<file path="src/rtl/datapath_sequencer.sv">
// datapath_sequencer: hardwired Moore control unit for the 32-bit bus datapath.
// Sequences fetch (T0/T1/TW/T2), decode, and execute of AND/OR/NEG/NOT/HALT.
// Optional feature macro: SINGLE_STEP_EN adds a 'step' input and a PAUSE state
// entered after each instruction (and after an illegal decode).
`timescale 1ns/1ps
module datapath_sequencer #(
  parameter int MEM_WAIT = 2,   // cycles held in TW (1..15)
  parameter int CNT_W    = 16   // retired-instruction counter width
) (
  input  logic             clk,
  input  logic             clr,
  input  logic             start,
`ifdef SINGLE_STEP_EN
  input  logic             step,
`endif
  input  logic [31:0]      ir,
  output logic [15:0]      Rin,
  output logic [15:0]      Rout,
  output logic             PCin,
  output logic             PCout,
  output logic             IRin,
  output logic             Yin,
  output logic             Zin,
  output logic             MARin,
  output logic             MDRin,
  output logic             MDRout,
  output logic             IncPC,
  output logic             Zlowout,
  output logic             Read,
  output logic             AND,
  output logic             OR,
  output logic             NEG,
  output logic             NOT,
  output logic             busy,
  output logic             halted,
  output logic             illegal,
  output logic [CNT_W-1:0] instr_count
);

  localparam logic [4:0] OP_AND  = 5'b01010;
  localparam logic [4:0] OP_OR   = 5'b01011;
  localparam logic [4:0] OP_NEG  = 5'b10000;
  localparam logic [4:0] OP_NOT  = 5'b10001;
  localparam logic [4:0] OP_HALT = 5'b11011;
  localparam logic [3:0] WAIT_LD = 4'(MEM_WAIT - 1);

  typedef enum logic [3:0] {
    S_IDLE, S_T0, S_T1, S_TW, S_T2, S_DEC,
    S_E3, S_E4, S_E5, S_U3, S_U4, S_HALT, S_PAUSE
  } state_t;

  state_t           state_q, state_d;
  logic [3:0]       wcnt_q, wcnt_d;
  logic [3:0]       ra_q, ra_d, rb_q, rb_d, rc_q, rc_d;
  logic [4:0]       op_q, op_d;
  logic [CNT_W-1:0] cnt_q, cnt_d;
  logic [4:0]       opcode;
  logic             unused_ir;

  assign opcode      = ir[31:27];
  assign unused_ir   = ^ir[14:0];
  assign instr_count = cnt_q;

  // after an instruction retires (or is rejected) the sequencer refetches,
  // or waits for a step pulse when single-stepping is built in
`ifdef SINGLE_STEP_EN
  localparam state_t S_AFTER = S_PAUSE;
`else
  localparam state_t S_AFTER = S_T0;
`endif

  // state, wait counter, latched register fields and retire counter
  always_ff @(posedge clk) begin
    if (clr) begin
      state_q <= S_IDLE;
      wcnt_q  <= '0;
      ra_q    <= '0;
      rb_q    <= '0;
      rc_q    <= '0;
      op_q    <= '0;
      cnt_q   <= '0;
    end else begin
      state_q <= state_d;
      wcnt_q  <= wcnt_d;
      ra_q    <= ra_d;
      rb_q    <= rb_d;
      rc_q    <= rc_d;
      op_q    <= op_d;
      cnt_q   <= cnt_d;
    end
  end

  // next state and next register values
  always_comb begin
    state_d = state_q;
    wcnt_d  = wcnt_q;
    ra_d    = ra_q;
    rb_d    = rb_q;
    rc_d    = rc_q;
    op_d    = op_q;
    cnt_d   = cnt_q;
    unique case (state_q)
      S_IDLE:  if (start) state_d = S_T0;
      S_T0:    state_d = S_T1;
      S_T1:    begin state_d = S_TW; wcnt_d = WAIT_LD; end
      S_TW:    if (wcnt_q == 4'd0) state_d = S_T2;
               else wcnt_d = wcnt_q - 4'd1;
      S_T2:    state_d = S_DEC;
      S_DEC: begin
        // ir is stable here; capture fields so later ir changes are harmless
        ra_d = ir[26:23];
        rb_d = ir[22:19];
        rc_d = ir[18:15];
        op_d = opcode;
        case (opcode)
          OP_AND, OP_OR:   state_d = S_E3;
          OP_NEG, OP_NOT:  state_d = S_U3;
          OP_HALT:         state_d = S_HALT;
          default:         state_d = S_AFTER;
        endcase
      end
      S_E3:    state_d = S_E4;
      S_E4:    state_d = S_E5;
      S_E5:    begin state_d = S_AFTER; cnt_d = cnt_q + {{(CNT_W-1){1'b0}}, 1'b1}; end
      S_U3:    state_d = S_U4;
      S_U4:    begin state_d = S_AFTER; cnt_d = cnt_q + {{(CNT_W-1){1'b0}}, 1'b1}; end
      S_HALT:  state_d = S_HALT;
`ifdef SINGLE_STEP_EN
      S_PAUSE: if (step) state_d = S_T0;
`else
      S_PAUSE: state_d = S_IDLE;
`endif
      default: state_d = S_IDLE;
    endcase
  end

  // Moore control decode; only 'illegal' also looks at the live opcode in DECODE
  always_comb begin
    Rin = '0; Rout = '0;
    PCin = 1'b0; PCout = 1'b0; IRin = 1'b0; Yin = 1'b0; Zin = 1'b0;
    MARin = 1'b0; MDRin = 1'b0; MDRout = 1'b0; IncPC = 1'b0;
    Zlowout = 1'b0; Read = 1'b0;
    AND = 1'b0; OR = 1'b0; NEG = 1'b0; NOT = 1'b0;
    busy = 1'b1; halted = 1'b0; illegal = 1'b0;
    unique case (state_q)
      S_IDLE:  busy = 1'b0;
      S_T0:    begin PCout = 1'b1; MARin = 1'b1; IncPC = 1'b1; Zin = 1'b1; end
      S_T1:    begin Zlowout = 1'b1; PCin = 1'b1; end
      S_TW:    begin Read = 1'b1; MDRin = 1'b1; end
      S_T2:    begin MDRout = 1'b1; IRin = 1'b1; end
      S_DEC:   illegal = !(opcode inside {OP_AND, OP_OR, OP_NEG, OP_NOT, OP_HALT});
      S_E3:    begin Rout = 16'd1 << rb_q; Yin = 1'b1; end
      S_E4: begin
        Rout = 16'd1 << rc_q;
        AND  = (op_q == OP_AND);
        OR   = (op_q == OP_OR);
        Zin  = 1'b1;
      end
      S_E5, S_U4: begin Zlowout = 1'b1; Rin = 16'd1 << ra_q; end
      S_U3: begin
        Rout = 16'd1 << rb_q;
        NEG  = (op_q == OP_NEG);
        NOT  = (op_q == OP_NOT);
        Zin  = 1'b1;
      end
      S_HALT:  begin busy = 1'b0; halted = 1'b1; end
      S_PAUSE: ;
      default: busy = 1'b0;
    endcase
  end

endmodule

</file>
<file path="config.mk">
export PLATFORM = sky130hd
export DESIGN_NAME = datapath_sequencer
export DESIGN_NICKNAME = d
export VERILOG_FILES = /design/src/rtl/datapath_sequencer.sv
export SDC_FILE = /design/constraint.sdc
export NUM_CORES = 1
export LEC_CHECK = 0
export ABC_AREA = 1
export CAP_MARGIN = 0
export CORE_UTILIZATION = 43
export CTS_BUF_LIST = sky130_fd_sc_hd__clkbuf_16
export CTS_CLUSTER_SIZE = 10
export DETAILED_ROUTE_END_ITERATION = 10
export GPL_TIMING_DRIVEN = 0
export PLACE_DENSITY = 0.81
export REMOVE_ABC_BUFFERS = 1
export SYNTH_ARGS = -nofsm -noshare
export SYNTH_HDL_FRONTEND = slang
export SYNTH_SLANG_ARGS = --single-unit
export TNS_END_PERCENT = 20
</file>
<file path="constraint.sdc">
create_clock -name clk -period 2.1 [get_ports clk]
set_input_delay 0.42 -clock clk [delete_from_list [all_inputs] [get_ports clk]]
set_output_delay 0.42 -clock clk [all_outputs]
set_load 0.01 [all_outputs]
</file>
Yosys cells after proc, flatten, opt, wreduce, memory -nomap -nowiden:

Cells that the tools add are included.

* register bits after elaboration: 41
* bits of input ports: 35
* word-level logic and storage cells: 72

* add/subtract/negate cells: 2
* equality and inequality tests: 24
* shift-type cells: 3
* muxes and demuxes: 22
* reduce and logical (&&, ||, !) cells: 14

Operator list (number)
* left shift 1 x 4 -> 16 bit, first input constant: 3
* case mux 4 bit (11 select lines): 1
* case mux 16 bit (2 select lines): 1
* equality test 5 bit, second input constant: 5
* equality test 4 bit, second input constant: 5
* equality test 5 x 4 -> 1 bit, second input constant: 4
* adder 16 x 1 -> 16 bit, second input constant: 1
* equality test 4 x 3 -> 1 bit, second input constant: 4
* 2-to-1 mux 16 bit: 1
* 2-to-1 mux 1 bit: 14
* 2-to-1 mux 4 bit: 3
* case mux 4 bit (3 select lines): 1
* OR reduction 11 bit: 1
* equality test 4 x 2 -> 1 bit, second input constant: 2
* zero test 4 bit: 2
* case mux 4 bit (2 select lines): 1
* OR reduction 2 bit: 4
* != test 2 bit, second input constant: 3
* OR reduction 3 bit: 2
* nonzero test 5 bit: 1
* equality test 4 x 1 -> 1 bit, second input constant: 1
* AND reduction 2 bit: 2
* subtractor 4 x 1 -> 4 bit, second input constant: 1
* nonzero test 2 bit: 1
* zero test 1 bit: 1

Depth between registers and ports, before layout:

Gate-level depths: netlist (run 1).

* depth in word-level cells: 4
* depth in mapped cells: 9
* depth with buffers taken out: 9

Worst setup path after synthesis (run 1):

No wires, ideal clock.

* kind: flip-flop to output port
* start: reg state_q[3]
* end: out Rin[0]
* arrival time: 1285 ps
* data required time: 1680 ps
* slack: 395 ps
* stages on the path, launching flop included: 7
* path through: dfxtp_1 -> inv_2 -> nor2_4 -> nand2_1 -> or2_2 -> buf_2 -> nor2_1

* cells in the longest elaborated chain, start to end: 3

Ends and longest elaborated chain
* from (decl): RTL line 52 `state_t state_q, state_d;`
* from (signal assigned): RTL line 83 `state_q <= state_d;`
* equality test 4 bit: RTL line 145 `unique case (state_q)`
* OR reduction 2 bit (no line) *
* 2-to-1 mux 16 bit *: RTL line 145
* to (decl): RTL line 17 `output logic [15:0] Rin,`

Every way passes the cells marked *; elsewhere a longest branch is shown, timed or not.

Worst setup path after layout (run 1):

* start: reg state_q[1]
* end: out Rout[4]

* cells in the longest elaborated chain, start to end: 3

Ends and longest elaborated chain
* equality test 4 bit or equality test 4 x 3 -> 1 bit (tied branches): RTL line 145
* OR reduction 2 bit (no line)
* case mux 16 bit (2 select lines) *: RTL line 145
* to (decl): RTL line 18 `output logic [15:0] Rout,`

Marked as above.

==> metrics.csv, run 1 <==
stage;metric;value;unit
status;run_status;finished with violations;
status;violations;negative setup slack;
drt;detail_route.iter0.violations;223;
drt;antenna_left;0;
logic_synthesis;synthDominantAreaCellType;sky130_fd_sc_hd__dfxtp_1;
cts;cts-buffers-inserted;5;
worst_setup_path;worstSetupEndpoint;Rout[4];
place;dp.final_hpwl;4696;µm
final_layout;drive_above_1_share;0.2398;
logic_synthesis;synth-edff-count;0;
cts;tritoncts_num_sinks;41;
floorplanning;die_ht;76.22;µm
grt;grt-busiest-layer;met2;
place;routabilityCongestion;0.8749;
place;post-place-cells;522;
place;postPlaceCellArea;3241;µm²
grt;gr-usage-met3;0.03713;
worst_setup_path;required_time_at_the_worst_slack_endpoint;1680;ps
grt;globalRoute.totalOverflow;0;
sta;hold_violations;0;
pwr;totalPowerFinal;2.014;mW
grt;grt_max_degree;33;
grt;grt_use_total;0.2538;
cts;clk-insertion-delay-late;280;ps
cts;htreeDepth;2;
sta;worst_slew_pin_tran;925.5;ps
floorplanning;pin_count;101;
drt;detailedRoute.firstPassIterationCount;5;
cts;clk_pin_slew_worst_paths;60;ps
worst_setup_path;timing.setup.critical_path_class;register to primary output;
logic_synthesis;synth_mux_area_frac;0;
drt;wirelength;7975;µm
cts;ctsLongestPathBuffers;2;
logic_synthesis;synth_top_family_by_area;simple AND/OR/NAND/NOR gates;
worst_setup_path;worst-endpoint-arrival;1810;ps
logic_synthesis;netlist_top_cells_count;sky130_fd_sc_hd__nor2_1 (98), sky130_fd_sc_hd__nand2_1 (62), sky130_fd_sc_hd__dfxtp_1 (41);
logic_synthesis;synth.lib_cells_used.distinct;26;
logic_synthesis;netlist_instances;379;
worst_setup_path;critical_path.endpoint_type;primary output;
final_layout;areaGrowthSynthToFinish;59.11;%
grt;number_of_global_route_vias_before_repair;2662;
sta;rsz0062_at_grt;true;
logic_synthesis;synth-seq-area-share;0.3465;
grt;antenna_found_initial;0;
final_layout;filler_cell_count;400;
final_layout;final-instance-count-excl-fill;558;
final_layout;post-route-util;0.7240;
sta;min_period;2225;ps
drt;detailroute.via_count;2926;
place;port-buffer-count;85;
worst_setup_path;reg2reg_to;instr_count[12]$_SDFFE_PP0P_;
cts;tritoncts_clock_tree;built;
final_layout;layout.nets;525;
drt;routed_wire_length_per_instance;14.29;µm
logic_synthesis;synthArstFlopShare;0;
pwr;p_per_area;534.4;nW/µm²
logic_synthesis;yosys-top-cells-area;sky130_fd_sc_hd__dfxtp_1 (35%), sky130_fd_sc_hd__nor2_1 (16%), sky130_fd_sc_hd__nand2_1 (9.8%), sky130_fd_sc_hd__nand3_1 (8.2%), sky130_fd_sc_hd__o21ai_0 (6.3%);
logic_synthesis;synth-adder-area-share;0.01585;
floorplanning;fp.dieArea;5809;µm²
grt;global_route.usage.met2;0.4757;
final_layout;finalInstanceArea;3769;µm²
sta;clock_skew;6.204;ps
drt;post-route-drc-count;0;
logic_synthesis;post_synth_and_or_nand_nor_area_fraction;0.4163;
logic_synthesis;netlist_area;2369;µm²
logic_synthesis;post_synth.cell_area_avg;6.249;µm²
pwr;cellLeakagePower;1.715;nW
worst_setup_path;worstSetupStartpoint;state_q[1]$_SDFFE_PP0P_;
sta;finalSetupViolCount;23;
sta;achievable-frequency;0.4493;GHz
worst_setup_path;crit_path_start_kind;register;
sta;final_critical_path_setup_slack;-125.4;ps
logic_synthesis;synth_seq_cells;41;
logic_synthesis;synth_xor_xnor_area_share;0.003698;
worst_setup_path;r2r_start;instr_count[5]$_SDFFE_PP0P_;
logic_synthesis;synthDominantCellAreaShare;0.3465;
cts;cts_hold_repair.buffers;0;
logic_synthesis;synth-warning-count;0;
sta;finalMaxSlewViolations;0;
cts;clk_root_buffer_cell;sky130_fd_sc_hd__clkbuf_16;
worst_setup_path;timing.reg2reg.setup_slack;460;ps
final_layout;antenna-diode-count;0;
flow_run;max_cap_viol_count;0;
worst_setup_path;rr_worst_depth;7;
hold_path;hold_path_class;register to register;
pwr;peak_supply_drop;0.5873;mV
floorplanning;core_area;5205;µm²
grt;grt_first_pass_wirelength;12080;µm
worst_setup_path;path_max_fanout;8;
grt;globalRouteMet1Util;0.2936;
floorplanning;row_count;26;
drt;detail_route.vias_per_cell;5.244;
logic_synthesis;synth_compound_area_frac;0.1263;
logic_synthesis;synth_ff_type;sky130_fd_sc_hd__dfxtp_1;
sta;max-slew-margin-rel;0.3823;
floorplanning;die_x;76.22;µm
sta;final_min_period_over_clock_period;1.060;
floorplanning;start_util;0.4550;
logic_synthesis;synthMostInstantiatedCell;sky130_fd_sc_hd__nor2_1;
worst min-delay path by stage:
stage                           start                     end  slack (ps)  cells past startpoint
6_report       wcnt_q[0]$_SDFFE_PP0P_  wcnt_q[0]$_SDFFE_PP0P_         510                      1
3_3_place_gp   wcnt_q[0]$_SDFFE_PP0P_  wcnt_q[0]$_SDFFE_PP0P_         460                      1
2_1_floorplan  wcnt_q[0]$_SDFFE_PP0P_  wcnt_q[0]$_SDFFE_PP0P_         440                      1
4_1_cts        wcnt_q[0]$_SDFFE_PP0P_  wcnt_q[0]$_SDFFE_PP0P_         500                      1
5_1_grt          rb_q[2]$_SDFFE_PP0P_    rb_q[2]$_SDFFE_PP0P_         530                      2
3_5_place_dp     rb_q[2]$_SDFFE_PP0P_    rb_q[2]$_SDFFE_PP0P_         470                      2
power breakdown:
group | switching (mW) | internal, mW
Clock | 0.294 | 0.431
Sequential | 0.0301 | 0.807
Combinational | 0.242 | 0.209
cell type report:
| class | instances | area (µm²) | area share |
|---|---|---|---|
| Multi-Input combinational cell | 287 | 1554 | 0.4124 |
| Timing Repair Buffer | 112 | 992.2 | 0.2633 |
| Sequential cell | 41 | 830.8 | 0.2205 |
| Inverter | 40 | 165.2 | 0.04382 |
| Clock buffer | 5 | 125.1 | 0.03320 |
| Tap cell | 70 | 87.58 | 0.02324 |
| Clock inverter | 3 | 13.76 | 0.003652 |
cells by family after synthesis:
group | after synthesis
buffers and inverters | 52
xor gates and xnor gates | 1
adders and majority gates | 3
AOI/OAI and AO/OA | 58
and+or+nand+nor | 224
DFF | 41
worst max-delay path: stages, from the launching register on:
cell and delay (ps):
sky130_fd_sc_hd__dfxtp_2 370, sky130_fd_sc_hd__inv_1 100, sky130_fd_sc_hd__nor2_4 210, sky130_fd_sc_hd__nand2_8 110
sky130_fd_sc_hd__buf_4 150, sky130_fd_sc_hd__nand2_2 90, sky130_fd_sc_hd__nand3_4 130, sky130_fd_sc_hd__nor2_1 200
sky130_fd_sc_hd__buf_2 170
what timing repair did:
action                                 CTS  global route
pin swaps                               27            13
endpoints found under the hold margin    0             0
setup endpoints to repair               47            57
cloned                                   1             0
gates resized for setup                150            29
setup buffers                           17            10
metrics by stage:
| stage | hold WS, ps | setup slack, ps | setup TNS, ps |
|---|---|---|---|
| floorplan | 443.8 | 192.0 | 0 |
| global placement | 459.2 | -644.0 | -5870 |
| detailed placement | 466.2 | -640.9 | -8200 |
| CTS | 502.3 | -206.9 | -1107 |
| global route | 530.4 | -235.6 | -3879 |
| finish | 509.5 | -125.4 | -1107 |
layout by cell type, fill, tap and decap left out, types with 5 or more instances in the layout:
cell,n
sky130_fd_sc_hd__dlygate4sd2_1,16
sky130_fd_sc_hd__nand2_2,10
sky130_fd_sc_hd__clkbuf_16,5
sky130_fd_sc_hd__buf_2,16
sky130_fd_sc_hd__clkdlybuf4s50_1,39
sky130_fd_sc_hd__buf_12,5
sky130_fd_sc_hd__dfxtp_1,37
sky130_fd_sc_hd__nand3_2,7
sky130_fd_sc_hd__o21ai_0,30
sky130_fd_sc_hd__inv_1,33
sky130_fd_sc_hd__nand3_1,28
sky130_fd_sc_hd__buf_4,19
sky130_fd_sc_hd__nand2_1,49
sky130_fd_sc_hd__a21oi_1,23
sky130_fd_sc_hd__nand2_4,9
sky130_fd_sc_hd__clkbuf_2,9
sky130_fd_sc_hd__nor2_1,94
sky130_fd_sc_hd__nor2_4,5
sky130_fd_sc_hd__nand3_4,5
routing by layer:
layer | vias up | wire length (µm) | share of wire
met5 | - | 0 | 0
met4 | 0 | 214 | 0.027
met3 | 26 | 445 | 0.056
met2 | 118 | 4171 | 0.52
met1 | 1348 | 3143 | 0.39
li1 | 1434 | - | -
flip-flops by register name, indices dropped and copies added (netlist names):
name / flops
op_q: 5
state_q: 4
instr_count: 16
rb_q: 4
rc_q: 4
ra_q: 4
wcnt_q: 4
Power figures use the tool's default switching activity.
==> run 2, diff against run 1 <==
- SKIP_LAST_GASP: default -> 1
==> run 2 against run 1 <==
Net effect: the run still ends with negative setup slack left; global-route usage rose by 0.13 points; non-clock buffer count fell by 6; final cell count fell by 1.1%; sequential share of layout area barely moved; clock skew rose by 2.7 ps; core utilization barely moved; register-to-register slack barely moved; final area barely moved; count of clock-buffer cells in the layout did not move; first-iteration DRC count rose by 6.3%; largest cell class unchanged; largest power group unchanged.
==> metrics.csv, run 2 (same netlist as run 1, synthesis figures left out) <==
stage;metric;value;unit;change
place;postPlaceCellArea;3241;µm²;unchanged
final_layout;areaGrowthSynthToFinish;59.22;%;about the same
drt;routed_wire_length_per_instance;14.45;µm;+1.1%
drt;detail_route.vias_per_cell;5.303;;+1.1%
pwr;peak_supply_drop;0.5745;mV;-2.2%
cts;cts_hold_repair.buffers;0;;unchanged
cts;tritoncts_num_sinks;41;;unchanged
worst_setup_path;path_max_fanout;8;;unchanged
floorplanning;start_util;0.4550;;unchanged
final_layout;layout.nets;519;;-1.1%
drt;detailedRoute.firstPassIterationCount;5;;unchanged
grt;grt_first_pass_wirelength;12110;µm;+0.28%
floorplanning;die_x;76.22;µm;unchanged
sta;min_period;2406;ps;+180.2 ps
cts;tritoncts_clock_tree;built;;
drt;post-route-drc-count;0;;unchanged
sta;rsz0062_at_grt;true;;
flow_run;max_cap_viol_count;0;;unchanged
worst_setup_path;worst-endpoint-arrival;1990;ps;+180 ps
final_layout;layout_commonest_cell;sky130_fd_sc_hd__nor2_1;;
sta;finalSetupViolCount;38;;+65%
cts;clk-insertion-delay-late;280;ps;about the same
sta;final_critical_path_setup_slack;-305.6;ps;-180.2 ps
hold_path;hold_path_class;register to register;;
pwr;totalPowerFinal;2.010;mW;-0.17%
pwr;intPower;1.450;mW;+0.11%
grt;grt_max_degree;33;;unchanged
worst_setup_path;timing.reg2reg.setup_slack;450;ps;about the same
place;dp.final_hpwl;4696;µm;unchanged
sta;achievable-frequency;0.4157;GHz;-7.5%
cts;clk_pin_slew_worst_paths;60;ps;about the same
pwr;switchingPower;0.5607;mW;-0.89%
status;run_status;finished with violations;;
sta;hold_violations;0;;unchanged
status;violations;negative setup slack;;
sta;final_min_period_over_clock_period;1.146;;+0.08581
worst_setup_path;timing.setup.critical_path_class;register to primary output;;
drt;detail_route.iter0.violations;237;;+6.3%
worst_setup_path;crit_path_start_kind;register;;
pwr;power_frac_comb;0.224;;about the same
place;routabilityCongestion;0.8749;;unchanged
final_layout;antenna-diode-count;0;;unchanged
final_layout;final_cell_mix;sky130_fd_sc_hd__nor2_1 (93), sky130_fd_sc_hd__clkdlybuf4s50_1 (54), sky130_fd_sc_hd__nand2_1 (49), sky130_fd_sc_hd__dfxtp_1 (38), sky130_fd_sc_hd__inv_1 (33);;
floorplanning;core_area;5205;µm²;unchanged
cts;cts-buffers-inserted;5;;unchanged
floorplanning;pin_count;101;;unchanged
sta;setup_total_negative_slack;-5077;ps;-3971 ps
floorplanning;die_ht;76.22;µm;unchanged
grt;number_of_global_route_vias_before_repair;2704;;+1.6%
final_layout;finalInstanceArea;3771;µm²;about the same
drt;detailroute.via_count;2927;;+0.034%
sta;worst_slew_pin_tran;886.1;ps;-39.34 ps
worst_setup_path;r2r_start;instr_count[5]$_SDFFE_PP0P_;;
pwr;clock_power_share;0.360;;about the same
floorplanning;fp.dieArea;5809;µm²;unchanged
drt;antenna_left;0;;unchanged
cts;htreeDepth;2;;unchanged
worst_setup_path;reg2reg_to;instr_count[12]$_SDFFE_PP0P_;;
sta;finalMaxSlewViolations;0;;unchanged
pwr;p_per_area;533.1;nW/µm²;-0.24%
grt;grt_use_total;0.2551;;+0.001274
final_layout;final-instance-count-excl-fill;552;;-1.1%
worst_setup_path;critical_path.endpoint_type;primary output;;
grt;antenna_found_initial;0;;unchanged
final_layout;largest_register_ff_count;16;;unchanged
floorplanning;row_count;26;;unchanged
cts;clk_root_buffer_cell;sky130_fd_sc_hd__clkbuf_16;;
place;post-place-cells;522;;unchanged
place;port-buffer-count;85;;unchanged
worst_setup_path;required_time_at_the_worst_slack_endpoint;1680;ps;about the same
worst_setup_path;worstSetupStartpoint;state_q[2]$_SDFFE_PP0P_;;
grt;globalRoute.totalOverflow;0;;unchanged
final_layout;drive_above_1_share;0.1909;;-0.04888
pwr;cellLeakagePower;1.758;nW;+2.5%
sta;clock_skew;8.891;ps;+2.687 ps
pwr;p_sw_frac;0.2789;;-0.002019
drt;wirelength;7974;µm;about the same
worst_setup_path;rr_worst_depth;7;;unchanged
cts;ctsLongestPathBuffers;2;;unchanged
pwr;sequential_share_of_power;0.416;;about the same
worst_setup_path;worstSetupEndpoint;Rin[6];;
sta;max-slew-margin-rel;0.4086;;+0.02626
==> run 2: changes by cell type in the layout (fill, tap and decap cells not counted), moves of 2 or more <==
cell,previous run,this run
sky130_fd_sc_hd__buf_4,19,17
sky130_fd_sc_hd__clkdlybuf4s50_1,39,54
sky130_fd_sc_hd__dlymetal6s2s_1,3,9
sky130_fd_sc_hd__clkbuf_2,9,1
sky130_fd_sc_hd__buf_2,16,9
sky130_fd_sc_hd__buf_6,3,0
sky130_fd_sc_hd__clkdlybuf4s15_2,2,0
sky130_fd_sc_hd__dlygate4sd2_1,16,11
sky130_fd_sc_hd__nand3_4,5,2
sky130_fd_sc_hd__nand3_1,28,30
==> run 2: per-layer routing <==
layer	wire length, µm	share of wire	track usage	up-vias
met2	4216	0.53	0.4685	123
met4	229	0.029	0.08846	0
li1	-	-	-	1423
met1	3016	0.38	0.2958	1355
met5	0	0	0	-
met3	512	0.064	0.04311	26
==> run 2: per-stage QoR <==
stage                     utilization  worst slack [ps]  hold WS [ps]
after floorplan                     -             192.0         443.8
after global placement         0.6226            -644.0         459.2
after detailed placement       0.6226            -640.9         466.2
after CTS                      0.7077            -249.8         499.7
after global routing           0.7245            -370.0         529.1
final                          0.7245            -305.6         510.6
==> run 2: worst min-delay path by stage <==
stage	slack, ps	from	depth (start not counted)	to
final	510	wcnt_q[0]$_SDFFE_PP0P_	1	wcnt_q[0]$_SDFFE_PP0P_
after global routing	530	rb_q[2]$_SDFFE_PP0P_	2	rb_q[2]$_SDFFE_PP0P_
after CTS	500	rc_q[1]$_SDFFE_PP0P_	2	rc_q[1]$_SDFFE_PP0P_
after detailed placement	470	rb_q[2]$_SDFFE_PP0P_	2	rb_q[2]$_SDFFE_PP0P_
after global placement	460	wcnt_q[0]$_SDFFE_PP0P_	1	wcnt_q[0]$_SDFFE_PP0P_
after floorplan	440	wcnt_q[0]$_SDFFE_PP0P_	1	wcnt_q[0]$_SDFFE_PP0P_
==> run 2: power groups by stage <==
stage	registers [mW]	logic (mW)	clock network, mW
3_5_place_dp	0.852	0.335	0
6_report	0.836	0.451	0.724
2_1_floorplan	0.847	0.190	0
3_3_place_gp	0.852	0.324	0
5_1_grt	0.839	0.490	0.762
4_1_cts	0.835	0.420	0.726
==> run 2: cell type report <==
cell class	instances	area, µm²
clock buffers	5	125.1
clock inverters	3	13.76
fillers	404	1434
inverters	40	165.2
multi-input cells	287	1533
flip-flops and latches	41	829.5
well taps	70	87.58
repair buffers	106	1017
==> run 2: critical path, cell delays in order, from the launching register on <==
cell                              delay [ps]
sky130_fd_sc_hd__dfxtp_2                 340
sky130_fd_sc_hd__buf_12                  120
sky130_fd_sc_hd__nor2_4                  180
sky130_fd_sc_hd__nand2_2                 130
sky130_fd_sc_hd__or2_4                   290
sky130_fd_sc_hd__nor2_1                  100
sky130_fd_sc_hd__clkdlybuf4s50_1         560
==> run 2: repair_timing <==
item,4_1_cts,5_1_grt
buffers inserted,17,4
pin swaps,23,7
endpoints found under the setup margin,47,63
cloned,1,0
gates resized for setup,93,24
==> variant 1: new RTL, config.mk and constraints of run 2 <==
The option `SINGLE_STEP_EN` is turned on by a define.
--- a/src/rtl/datapath_sequencer.sv
+++ b/src/rtl/datapath_sequencer.sv
@@ -3,6 +3,8 @@
 // Optional feature macro: SINGLE_STEP_EN adds a 'step' input and a PAUSE state
 // entered after each instruction (and after an illegal decode).
 `timescale 1ns/1ps
+`define SINGLE_STEP_EN
+
 module datapath_sequencer #(
   parameter int MEM_WAIT = 2,   // cycles held in TW (1..15)
   parameter int CNT_W    = 16   // retired-instruction counter width
Interface: changed (added step); port bits go from 101 to 102. The function was not compared with the original's and may differ.
==> variant 1 against run 2 <==
The run still ends with setup timing left. Wire length down 19%. Sequential power up 12%. Critical path depth up 1. Power up 26%. Design area down 1.9%. Combinational power up 90%. Sequential cell count unchanged. Worst setup slack better by 0.15 ns. Clock power up 3.7%. Area after synthesis down 0.95%. Maximum frequency up 6.7%. Count of clock-buffer cells in the layout unchanged.
==> variant 1: results (changes against run 2) <==
global_routing:
  track_usage_pct: 21.9  # was 25.5%
  grt_pass1_vias: 2286  # was 2704
  grt_first_pass_wirelength_um: 9650  # was 12100 um
worst_setup_path:
  cp_top_family: "buffers and inverters"  # was simple AND/OR/NAND/NOR gates
  crit_slowest_cell: "clkdlybuf4s50_1"  # unchanged
  max_stage_delay_ns: 0.47  # was 0.56 ns
  critPathArrivalTime_ns: 1.84  # was 1.99 ns
  worstPathMaxFanout: 3  # was 8
placed_design:
  io_buffers: 86  # was 85
  dp_hpwl_um: 4400  # was 4700 um
  placed_cells: 521  # was 522
  routabilityCongestion: 0.890  # was 0.875
  place_area_um2: 3210  # was 3240 um^2
yosys:
  post_synth_num_cell_types: 28  # was 26
  synth_warnings: 0  # unchanged
  synth_commonest_cells: "86 x nor2_1, 73 x nand2_1, 44 x inv_1"  # was 98 x nor2_1, 62 x nand2_1, 41 x dfxtp_1
  netlist_top_cells_area: "dfxtp_1 35%, nor2_1 14%, nand2_1 12%"  # was dfxtp_1 35%, nor2_1 16%, nand2_1 9.8%
  synthXorXnorAreaFrac_pct: 0.373  # was 0.370%
  synth_top_flop_cell: "dfxtp_1"  # unchanged
  synthArstFlopShare_pct: 0  # unchanged
  synthAdderAreaFrac_pct: 1.60  # was 1.58%
  synth-compound-area-share_pct: 14.8  # was 12.6%
  ys_seq_area_share_pct: 35.0  # was 34.7%
  muxShareOfSynthArea_pct: 0  # unchanged
  syn_avg_cell_area_um2: 6.21  # was 6.25 um^2
detailed_routing:
  drtIter0Drc: 160  # was 237
  drt_first_pass_iters: 4  # was 5
  routed_wl_um: 6500  # was 7970 um
  via_count: 2700  # was 2927
power:
  vdd_drop_max_mv: 0.499  # was 0.575 mV
  pwr-share-comb_pct: 33.7  # was 22.4%
  powerClk_uw: 751  # was 724 uW
  p_int_mw: 1.70  # was 1.45 mW
  leakagePower_nw: 1.62  # was 1.76 nW
sta:
  fin_tns_setup_ns: -3.00  # was -5.08 ns
  fin_skew_ns: 0.00508  # was 0.00889 ns
  worst_slack_ns: -0.155  # was -0.306 ns
  worst_slew_pin_slew_ns: 0.874  # was 0.886 ns
  setup_viol: 34  # was 38
cells_and_area:
  antenna_cells: 0  # unchanged
  drive_gt1_share_pct: 18.1  # was 19.1%
  stdcell_count: 550  # was 552
hold_path:
  hold_class: "reg -> reg"  # unchanged
cts:
  cts_max_level: 2  # unchanged
outcome:
  violations: "setup timing"  # unchanged
  outcome: "finished with violations"  # unchanged
[variant 1: cell types whose count changed in the layout (fill, tap and decap cells not counted), moves of 5 or more]
cell,run 2,this run
buf_2,9,14
clkdlybuf4s50_1,54,65
dlygate4sd2_1,11,2
dlymetal6s2s_1,9,4
inv_1,33,43
nand2_1,49,65
nand2_2,10,4
nand3_1,30,22
nor2_1,93,79
[variant 1: worst paths after layout]
kind                                     start             end  slack, ns  cells after the start
worst max-delay path                    ir[30]         illegal      -0.16                      7
worst min-delay path            instr_count[6]  instr_count[6]       0.47                      2
worst max register to register      state_q[2]         rb_q[0]       0.25                      7
worst min register to register  instr_count[6]  instr_count[6]       0.47                      2
[variant 1: per-stage QoR]
stage,power [mW],setup WS (ns)
after floorplan,1.33,0.295
after global placement,1.62,-0.632
after CTS,2.51,-0.217
after global routing,2.68,-0.254
after detailed placement,1.63,-0.611
final,2.54,-0.155
[variant 1: metal layers]
| metal | vias to the layer above | wire length [um] | global-route usage (%) |
|---|---|---|---|
| li1 | 1409 | - | - |
| met1 | 1229 | 2780 | 24.3 |
| met2 | 57 | 3270 | 41.0 |
| met3 | 5 | 400 | 5.69 |
| met4 | 0 | 44 | 5.76 |
| met5 | - | 0 | 0 |
[variant 1: final cells by class]
cell class / count / area [um^2]
inverter: 48 / 190
timing repair buffer: 106 / 978
clock inverter: 3 / 22.5
sequential: 41 / 836
clock buffer: 5 / 125
multi-input combinational: 277 / 1460
tap: 70 / 87.6
fill: 404 / 1470
[variant 1: repair_timing]
item,CTS,global route
buffers inserted,10,10
resized for setup,90,34
pin swaps,13,14
gates cloned,1,0
setup endpoints to repair,58,50
==> variant 2: new RTL, flow settings as in run 2 <==
Without the edit above. Register the output `PCout`; this adds one clock of latency there. The other outputs are not delayed to match.
--- a/src/rtl/datapath_sequencer.sv
+++ b/src/rtl/datapath_sequencer.sv
@@ -48,6 +48,8 @@
     S_IDLE, S_T0, S_T1, S_TW, S_T2, S_DEC,
     S_E3, S_E4, S_E5, S_U3, S_U4, S_HALT, S_PAUSE
   } state_t;
+
+  logic PCout_d;
 
   state_t           state_q, state_d;
   logic [3:0]       wcnt_q, wcnt_d;
@@ -137,14 +139,14 @@
   // Moore control decode; only 'illegal' also looks at the live opcode in DECODE
   always_comb begin
     Rin = '0; Rout = '0;
-    PCin = 1'b0; PCout = 1'b0; IRin = 1'b0; Yin = 1'b0; Zin = 1'b0;
+    PCin = 1'b0; PCout_d = 1'b0; IRin = 1'b0; Yin = 1'b0; Zin = 1'b0;
     MARin = 1'b0; MDRin = 1'b0; MDRout = 1'b0; IncPC = 1'b0;
     Zlowout = 1'b0; Read = 1'b0;
     AND = 1'b0; OR = 1'b0; NEG = 1'b0; NOT = 1'b0;
     busy = 1'b1; halted = 1'b0; illegal = 1'b0;
     unique case (state_q)
       S_IDLE:  busy = 1'b0;
-      S_T0:    begin PCout = 1'b1; MARin = 1'b1; IncPC = 1'b1; Zin = 1'b1; end
+      S_T0:    begin PCout_d = 1'b1; MARin = 1'b1; IncPC = 1'b1; Zin = 1'b1; end
       S_T1:    begin Zlowout = 1'b1; PCin = 1'b1; end
       S_TW:    begin Read = 1'b1; MDRin = 1'b1; end
       S_T2:    begin MDRout = 1'b1; IRin = 1'b1; end
@@ -169,5 +171,9 @@
     endcase
   end
 
+  always_ff @(posedge clk) begin
+    PCout <= PCout_d;
+  end
+
 endmodule
 
Function: changed (a bounded check fails within 4 cycles, from zero or initial values).
==> variant 2 against run 2 <==
The run still ends with setup timing left. Count of clock-buffer cells in the layout stayed put. Final cell count is 0.72% higher. Area after synthesis rose by 0.69%. Power is 1.2% lower. Sequential cell count increased by 1. Non-clock buffer count is 4 lower. Sequential share of layout area grew 1.0 points. Global-route usage fell by 2.1 points. Design area fell by 1.6%. Worst setup slack better by 0.088 ns. Wire length is 11% lower. Critical endpoint is now Rin[13].
==> variant 2: results (changes against run 2) <==
sta:
  fin_skew_ns: 0.00171  # was 0.00889 ns
  setup_viol: 32  # was 38
  worst_slack_ns: -0.217  # was -0.306 ns
outcome:
  outcome: "finished with violations"  # unchanged
  violations: "setup timing"  # unchanged
power:
  power.switching_uw: 534  # was 561 uW
  vdd_drop_max_mv: 0.524  # was 0.575 mV
detailed_routing:
  drtIter0Drc: 159  # was 237
  drt_first_pass_iters: 4  # was 5
  via_count: 2850  # was 2927
  drt-wirelength-per-cell_um: 12.8  # was 14.4 um
hold_path:
  worstHoldPathCells: 2  # was 1
yosys:
  ys_seq_area_share_pct: 35.3  # was 34.7%
  synth-compound-area-share_pct: 12.1  # was 12.6%
  netlist_top_cells_area: "dfxtp_1 35%, nor2_1 17%, nand2_1 9.9%"  # was dfxtp_1 35%, nor2_1 16%, nand2_1 9.8%
  synth_commonest_cells: "108 x nor2_1, 63 x nand2_1, 42 x dfxtp_1"  # was 98 x nor2_1, 62 x nand2_1, 41 x dfxtp_1
  synthAdderAreaFrac_pct: 1.57  # was 1.58%
  post_synth_num_cell_types: 24  # was 26
  synthXorXnorAreaFrac_pct: 0  # was 0.370%
  syn_avg_cell_area_um2: 6.16  # was 6.25 um^2
global_routing:
  track_usage_pct: 23.4  # was 25.5%
  grt_first_pass_wirelength_um: 11200  # was 12100 um
  use_met2_pct: 42.6  # was 46.8%
cells_and_area:
  fin_nets: 524  # was 519
  drive_gt1_share_pct: 15.6  # was 19.1%
worst_setup_path:
  rr_worst_depth: 10  # was 7
  r2r_start: "state_q[2]"  # was instr_count[5]
  cp_top_family: "buffers and inverters"  # was simple AND/OR/NAND/NOR gates
  critPathArrivalTime_ns: 1.90  # was 1.99 ns
placed_design:
  routabilityCongestion: 0.869  # was 0.875
  place_ws_ns: -0.696  # was -0.641 ns
cts:
  cts_resized: 72  # was 93
  post_cts_buffers: 12  # was 17
==> variant 2: worst max-delay path by stage <==
| stage | start | to | slack [ns] | depth (start not counted) |
|---|---|---|---|---|
| after global routing | state_q[2] | Rin[12] | -0.30 | 7 |
| after detailed placement | state_q[0] | illegal | -0.70 | 7 |
| after global placement | state_q[0] | illegal | -0.65 | 7 |
| after floorplan | state_q[0] | illegal | 0.20 | 6 |
| final | state_q[2] | Rin[13] | -0.22 | 7 |
| after CTS | state_q[2] | Rin[6] | -0.25 | 7 |
==> variant 2: power groups by stage <==
stage          Clock (mW)  Sequential [mW]  Combinational [mW]
6_report            0.711            0.861               0.414
4_1_cts             0.724            0.862               0.383
3_3_place_gp            0            0.873               0.322
3_5_place_dp            0            0.874               0.329
2_1_floorplan           0            0.870               0.186
5_1_grt             0.747            0.866               0.453
==> variant 2: layout make-up <==
class                      count  area, um^2  share of cell area [%]
timing repair buffer         102         961                    25.9
clock buffer                   5         125                    3.37
clock inverter                 2        7.51                   0.202
tap                           70        87.6                    2.36
inverter                      44         180                    4.86
multi-input combinational    291        1500                    40.3
sequential                    42         853                    23.0
==> variant 2: stage by stage <==
stage / total power [mW] / setup TNS (ns) / util [%] / hold WS, ns / area, um^2
after floorplan: 1.06 / 0 / - / 0.446 / 2330
after global placement: 1.19 / -7.33 / 62.4 / 0.461 / 3270
after detailed placement: 1.20 / -8.76 / 62.4 / 0.476 / 3270
after CTS: 1.97 / -5.48 / 68.6 / 0.486 / 3590
after global routing: 2.07 / -7.05 / 70.9 / 0.509 / 3710
final: 1.99 / -3.64 / 70.9 / 0.498 / 3710
==> variant 2: metal layers <==
layer  up-vias  part of all wire (%)
met5         -                     0
met4         0                   1.6
met3        13                   6.1
met2       109                    52
met1      1292                    41
li1       1436                     -
